File: config.mk
export PLATFORM = sky130hd
export DESIGN_NAME = uart_receiver_fifo
export DESIGN_NICKNAME = d
export VERILOG_FILES = /design/src/rtl/uart_receiver_fifo.sv
export SDC_FILE = /design/constraint.sdc
export NUM_CORES = 1
export LEC_CHECK = 0
export CAP_MARGIN = 20
export CELL_PAD_IN_SITES_DETAIL_PLACEMENT = 1
export CELL_PAD_IN_SITES_GLOBAL_PLACEMENT = 2
export CORE_MARGIN = 10
export CORE_UTILIZATION = 40
export CTS_CLUSTER_SIZE = 16
export DETAILED_ROUTE_END_ITERATION = 10
export GPL_TIMING_DRIVEN = 1
export MAX_ROUTING_LAYER = met4
export PLACE_DENSITY_LB_ADDON = 0.1
export SYNTH_ARGS = -nofsm -noshare
export SYNTH_HDL_FRONTEND = slang
export SYNTH_SLANG_ARGS = --single-unit
File: constraint.sdc
create_clock -name clk -period 3.2 [get_ports clk]
set_input_delay 0.96 -clock clk [delete_from_list [all_inputs] [get_ports clk]]
set_output_delay 0.96 -clock clk [all_outputs]
set_load 0.01 [all_outputs]
File: src/rtl/uart_receiver_fifo.sv
// UART receiver with 16x oversampling, 3-sample majority voting and false-start
// rejection, feeding a first-word-fall-through receive FIFO with valid/ready drain.
module uart_receiver_fifo #(
  parameter int CLK_FREQ_HZ = 50000000,
  parameter int DATA_BITS   = 8,
  parameter int PARITY_EN   = 1,
  parameter int PARITY_ODD  = 0,
  parameter int STOP_BITS   = 1,
  parameter int FIFO_DEPTH  = 4
) (
  input  logic                                 clk,
  input  logic                                 reset,
  input  logic [2:0]                           baud_select,
  input  logic                                 Rx_EN,
  input  logic                                 RxD,
  input  logic                                 Rx_READY,
  output logic [DATA_BITS-1:0]                 Rx_DATA,
  output logic                                 Rx_PERROR,
  output logic                                 Rx_FERROR,
  output logic                                 Rx_VALID,
  output logic                                 Rx_OVERRUN,
  output logic [$clog2(FIFO_DEPTH+1)-1:0]      fifo_count
);

  function automatic int calc_div(input int baud);
    return (CLK_FREQ_HZ + baud * 8) / (baud * 16);
  endfunction

  localparam int DW = $clog2(calc_div(300) + 1);
  localparam int PW = $clog2(FIFO_DEPTH);
  localparam int CW = $clog2(FIFO_DEPTH + 1);
  localparam logic [DW-1:0] DIV_TBL [8] = '{
    DW'(calc_div(300)),   DW'(calc_div(1200)),  DW'(calc_div(4800)),  DW'(calc_div(9600)),
    DW'(calc_div(19200)), DW'(calc_div(38400)), DW'(calc_div(57600)), DW'(calc_div(115200))
  };
  localparam logic       ODD      = (PARITY_ODD != 0);
  localparam logic       HAS_PAR  = (PARITY_EN != 0);
  localparam logic       TWO_STOP = (STOP_BITS == 2);
  localparam logic [3:0] NBITS    = 4'(DATA_BITS);

  typedef enum logic [2:0] {IDLE, START, DATA, PARITY, STOP} state_t;

  state_t                state;
  logic                  rx_meta, rx_sync, rx_prev;
  logic [DW-1:0]         div_q, pre;
  logic [3:0]            tcnt;
  logic [1:0]            samp;
  logic [3:0]            bit_cnt;
  logic                  stop_cnt;
  logic [DATA_BITS-1:0]  shreg;
  logic                  perr, ferr;
  logic                  push_vld, push_perr, push_ferr;
  logic [DATA_BITS-1:0]  push_data;
  logic                  tick, maj;

  assign tick = (state != IDLE) && (pre == div_q - 1'b1);
  // samp holds ticks 7 and 8; the live synchronised value is tick 9
  assign maj  = (samp[1] & samp[0]) | (samp[1] & rx_sync) | (samp[0] & rx_sync);

  always_ff @(posedge clk) begin
    if (reset) begin
      state     <= IDLE;
      rx_meta   <= 1'b1;
      rx_sync   <= 1'b1;
      rx_prev   <= 1'b1;
      div_q     <= '0;
      pre       <= '0;
      tcnt      <= '0;
      samp      <= '0;
      bit_cnt   <= '0;
      stop_cnt  <= 1'b0;
      shreg     <= '0;
      perr      <= 1'b0;
      ferr      <= 1'b0;
      push_vld  <= 1'b0;
      push_data <= '0;
      push_perr <= 1'b0;
      push_ferr <= 1'b0;
    end else begin
      rx_meta  <= RxD;
      rx_sync  <= rx_meta;
      rx_prev  <= rx_sync;
      push_vld <= 1'b0;
      if (state != IDLE) pre <= tick ? '0 : pre + 1'b1;
      if (!Rx_EN) begin
        state <= IDLE;
      end else if (state == IDLE) begin
        // a falling edge needs a prior 1, so a held break never restarts a frame
        if (rx_prev && !rx_sync) begin
          state    <= START;
          div_q    <= DIV_TBL[baud_select];
          pre      <= '0;
          tcnt     <= '0;
          bit_cnt  <= '0;
          stop_cnt <= 1'b0;
          perr     <= 1'b0;
          ferr     <= 1'b0;
        end
      end else if (tick) begin
        tcnt <= tcnt + 1'b1;
        if (tcnt == 4'd7 || tcnt == 4'd8) samp <= {samp[0], rx_sync};
        if (tcnt == 4'd9) begin
          case (state)
            START:  if (maj) state <= IDLE;
            DATA: begin
              shreg   <= {maj, shreg[DATA_BITS-1:1]};
              bit_cnt <= bit_cnt + 1'b1;
            end
            PARITY: perr <= (maj != ((^shreg) ^ ODD));
            STOP: begin
              if (!maj) ferr <= 1'b1;
              if (stop_cnt == TWO_STOP) begin
                push_vld  <= 1'b1;
                push_data <= shreg;
                push_perr <= perr;
                push_ferr <= ferr | ~maj;
                state     <= IDLE;
              end
            end
            default: ;
          endcase
        end
        if (tcnt == 4'd15) begin
          case (state)
            START:  state <= DATA;
            DATA:   if (bit_cnt == NBITS) state <= HAS_PAR ? PARITY : STOP;
            PARITY: state <= STOP;
            STOP:   stop_cnt <= 1'b1;
            default: ;
          endcase
        end
      end
    end
  end

  logic [DATA_BITS+1:0] mem [FIFO_DEPTH];
  logic [PW-1:0]        wp, rp;
  logic [CW-1:0]        count;
  logic                 ovr, pop, full, wr;

  assign Rx_VALID   = (count != '0);
  assign pop        = Rx_VALID && Rx_READY;
  assign full       = (count == CW'(FIFO_DEPTH));
  // a full FIFO still accepts a frame when the head leaves on the same cycle
  assign wr         = push_vld && (!full || pop);
  assign {Rx_DATA, Rx_PERROR, Rx_FERROR} = Rx_VALID ? mem[rp] : '0;
  assign Rx_OVERRUN = ovr;
  assign fifo_count = count;

  always_ff @(posedge clk) begin
    if (wr) mem[wp] <= {push_data, push_perr, push_ferr};
  end

  always_ff @(posedge clk) begin
    if (reset) begin
      wp    <= '0;
      rp    <= '0;
      count <= '0;
      ovr   <= 1'b0;
    end else begin
      if (wr)  wp <= wp + 1'b1;
      if (pop) rp <= rp + 1'b1;
      count <= count + CW'(wr) - CW'(pop);
      if (!Rx_EN)                        ovr <= 1'b0;
      else if (push_vld && full && !pop) ovr <= 1'b1;
    end
  end

endmodule
---- Yosys cells after proc, flatten, opt, wreduce, memory -nomap -nowiden ----
Memories as Yosys holds them, arrays and structs flattened. A register that Yosys moved wholly into a read port is not among the register bits.
Index checks and enable logic that the tools add are counted.
operators by class
  reductions and logical operators ........ 33
  add/sub/neg operators ................... 8
  bitwise operators ....................... 14
  muxes and demuxes ....................... 42
  equal/unequal tests ..................... 14
operator list
  cell                                                                    number
  14-bit two-way mux                                                      5
  4-bit two-way mux                                                       7
  3-bit two-way mux                                                       8
  5-bit AND reduction                                                     4
  1-bit two-way mux                                                       17
  4-bit equality test (second input constant)                             4
  14-bit by 1-bit adder with 14-bit output (second input constant)        1
  14-bit equality test                                                    1
  14-bit by 1-bit subtractor with 14-bit output (second input constant)   1
  6-bit AND reduction                                                     2
  2-bit nonzero test                                                      6
  10-bit two-way mux                                                      1
  3-bit one-hot mux with 3 select lines                                   1
  4-bit by 1-bit adder with 4-bit output (second input constant)          2
  8-bit parity                                                            1
  1-bit NOT                                                               7
  3-bit by 2-bit equality test with 1-bit output (second input constant)  2
  3-bit equality test (second input constant)                             2
  1-bit logical AND                                                       6
  3-bit one-hot mux with 2 select lines                                   1
  3-bit AND reduction                                                     2
  3-bit nonzero test                                                      2
  6-bit OR reduction                                                      1
  2-bit by 1-bit adder with 2-bit output (second input constant)          2
  16 further kinds                                                        25
storage, ports and cells
  logic and storage cells ................. 133
  flip-flop bits (word level) ............. 60
  memory bits (read-only) ................. 112
  input port bits ......................... 8
  memories kept ........................... 2
  bits in writable memories ............... 40
memory list
  name              depth  width  rd ports  clocked after Yosys merged registers in  write ports  line  source
  (name not given)  8      14     1         1                                        0            91    div_q <= DIV_TBL[baud_select];
  mem               4      10     1         1                                        1            136   logic [DATA_BITS+1:0] mem [FIFO_DEPTH];

---- Depth between registers and ports, before layout ----
  depth in word-level cells ............... 11
  gate-level depth with buffers ........... 12
  depth with buffers taken out ............ 11

---- Worst setup path before layout ----
No wires, ideal clock.
  kind .................................... flip-flop to flip-flop
  from .................................... register div_q[2]
  to ...................................... register shreg[0]
  buffers on the path ..................... 1
  arrival time ............................ 2770 ps
  cell stages (with the launch flop) ...... 9
  slack ................................... 311 ps
  period minus slack after synthesis ...... 2889 ps
  cells stage by stage .................... dfxtp_1 or3_1 or4_4 a2111oi_4 o2111ai_2 or3_4 or3_1 buf_6 mux2i_1
between the ends
  cells in the longest elaborated chain, start to end .. 4
RTL lines
  element                                        line  source
  from (decl)                                    45    logic [DW-1:0] div_q, pre;
  14-bit by 1-bit subtractor with 14-bit output  56    assign tick = (state != IDLE) && (pre == div_q - 1'b1);
  14-bit equality test                           56
  1-bit logical AND                              56
  5-bit AND reduction (no source line)           n/a
  to (signal assigned)                           106   shreg <= {maj, shreg[DATA_BITS-1:1]};
  to (decl)                                      50    logic [DATA_BITS-1:0] shreg;
Every way passes these cells.
A chain may end at the register's enable or synchronous reset.

==> impl_metrics.ini <==
[setup_path]
criticalPathCategory = flop to output port
arrival_ns = 2.10
r2r_cells = 7
ff2ff_setup_slack_ns = 0.18
r2r_end = tcnt[3]
reg2reg_from = div_q[2]
cp-start-kind = flop
required_ns = 2.24
path_max_fanout = 10
cp-end-kind = output port

[synthesis]
synth_warnings = 0
ys_types = 55
synth_top_area_frac = 0.269
yosysSeqAreaShare = 0.487
synth.area.top_cells = dfxtp_1, edfxtp_1, ha_1, mux4_2, mux2i_1
synth_enable_flop_cells = 40
synthArstFlopShare = 0
syn_inst = 529
avgSynthCellArea_um2 = 10.4
ys.flop_type = dfxtp_1
syn_area_um2 = 5510
ys_ff_latch = 114
syn_nets = 558
synth_top_cell_by_area = dfxtp_1

[drt]
first_iter_violations = 190
drc = 0
vias = 3983
routedWlPerCell_um = 16.9
vias_per_cell = 5.29
detail_route.first_pass.iterations = 4
final_antenna_net_count = 0
routed_wl_um = 12700

[placed_design]
dpl.hpwl_um = 9090
port_buffers = 22
dp_cells = 716
gp_congestion = 0.842

[die]
rows = 42
ios = 23
die_area_um2 = 18900
fp.coreArea_um2 = 13300
die_h_um = 137
initial_core_util = 0.412
die_width_um = 137

[run]
drv_cap = 0

[sta]
clock.fmax_mhz = 327
setup_viol = 0
tightest_slew_ns = 0.587
finalCritPeriodShare = 0.955
finClkSkew_ns = 0.00687
hold_viol = 0
rsz0062_at_grt = false
slew_viol_final = 0
timing.final.crit_period_ns = 3.06
slew_headroom = 0.605

[cells_and_area]
final_cell_mix = dfxtp_1, nor2_1, edfxtp_1
num_antenna_cells = 0
final_common_cell = dfxtp_1
area_growth_pct = 20.8
n_fill_cell = 1466
drive_gt1_frac = 0.135
finalNetCount = 593
fin_cells = 753

[grt]
grt_pass1_wl_um = 20700
antenna_found_initial = 0
grt_use_total = 0.144
grt.overflow.total = 0
grt_pass1_vias = 4080
grt_max_degree = 36

[cts]
h-tree-depth = 4
cts-root-buf = clkbuf_16
cts_tree = yes
hold_buffers = 0
clock-sinks = 114
numCtsBuffers = 17
clk_pin_slew_worst_paths_ns = 0.05
clk_latency_ns = 0.41
cts_max_path_buffers = 2

[min_path]
min_to = rx_sync
worstHoldPathType = flop to flop
min-delay-start = rx_meta
hold_depth = 1

[status]
status = finished, final reports clean

[pwr]
power_w = 0.00370
cellPowerDensity_nw_per_um2 = 556
p_leak_nw = 2.59
irDropWorstVdd_mv = 0.308
cells by family after synthesis:
logic type | count (synthesis) | share of synthesized area
AO/OA/AOI/OAI | 72 | 0.0866
XOR/XNOR | 38 | 0.0605
adder cells (fa/ha/maj) | 22 | 0.0509
buffers and inverters | 46 | 0.0330
flip-flops | 114 | 0.487
multiplexers | 33 | 0.0830
AND/OR/NAND/NOR | 204 | 0.199
metal layers:
metal | global-route usage | share of wire | wire length, um | vias up
met4 | 0.0509 | 0.014 | 184 | 0
met1 | 0.168 | 0.46 | 5880 | 1954
li1 | - | - | - | 1963
met3 | 0.0361 | 0.031 | 395 | 14
met2 | 0.237 | 0.49 | 6250 | 52
met5 | - | 0 | 0 | -
timing repair:
action                     CTS  global route
setup endpoints to repair    2             4
buffers inserted             0             5
gates resized for setup      1             3
pin swaps                    0             2
hold endpoints to repair     0             0
per-stage QoR:
stage	setup slack [ns]	util	setup TNS (ns)	cell area, um^2	hold WS [ns]
floorplan	0.311	-	0	5510	0.389
global placement	0.0384	0.446	0	5960	0.407
detailed placement	-0.00671	0.446	-0.00671	5960	0.397
CTS	0.0411	0.495	0	6600	0.422
global route	0.0399	0.498	0	6650	0.446
finish	0.143	0.498	0	6650	0.422
critical path, cell delays in order (launching register included):
cell             delay (ns)
dfxtp_1                0.32
buf_6                  0.19
mux4_2                 0.53
and2_1                 0.17
clkdlybuf4s50_1        0.47
state kept, by name, indices dropped and copies added (netlist names), 2 cells and up, named ones only:
signal	count
bit_cnt	4
div_q	12
fifo_count	3
mem	40
pre	14
push_data	8
rp	2
samp	2
shreg	8
state	3
tcnt	4
wp	2
worst max-delay path by stage:
stage	cells after the start	endpoint
detailed placement	12	fifo_count[2]
CTS	4	Rx_DATA[4]
global placement	12	fifo_count[2]
global route	4	Rx_DATA[4]
finish	4	Rx_DATA[4]
floorplan	8	shreg[0]
where the power goes:
| group | internal (W) | switching, W | leakage, nW |
|---|---|---|---|
| clock | 0.00138 | 0.000674 | 0.308 |
| combinational | 0.0000576 | 0.0000842 | 1.22 |
| sequential | 0.00150 | 0.00000777 | 1.06 |
layout make-up:
class                      count  area [um^2]  share of cell area
tap                          176          220              0.0331
multi-input combinational    369         2650               0.399
inverter                      17         63.8             0.00959
timing repair buffer          45          392              0.0589
clock inverter                14          210              0.0316
clock buffer                  18          429              0.0645
sequential                   114         2680               0.403
synthesized netlist by cell type, drive strengths merged, types with 5 or more instances:
master  instances
nor2b           8
a211oi          6
xnor2          21
mux4           10
nand2          20
nand2b         15
or2             5
nor3           13
nor2           58
a21oi          26
xor2           17
dfxtp          74
edfxtp         40
nor3b           6
clkbuf         25
o21ai          14
nand3b          5
nand3          13
mux2i          22
or4             5
inv            17
and2           17
nand4          10
ha             20
or3            15
No activity file was read; power rests on OpenSTA's default activity.
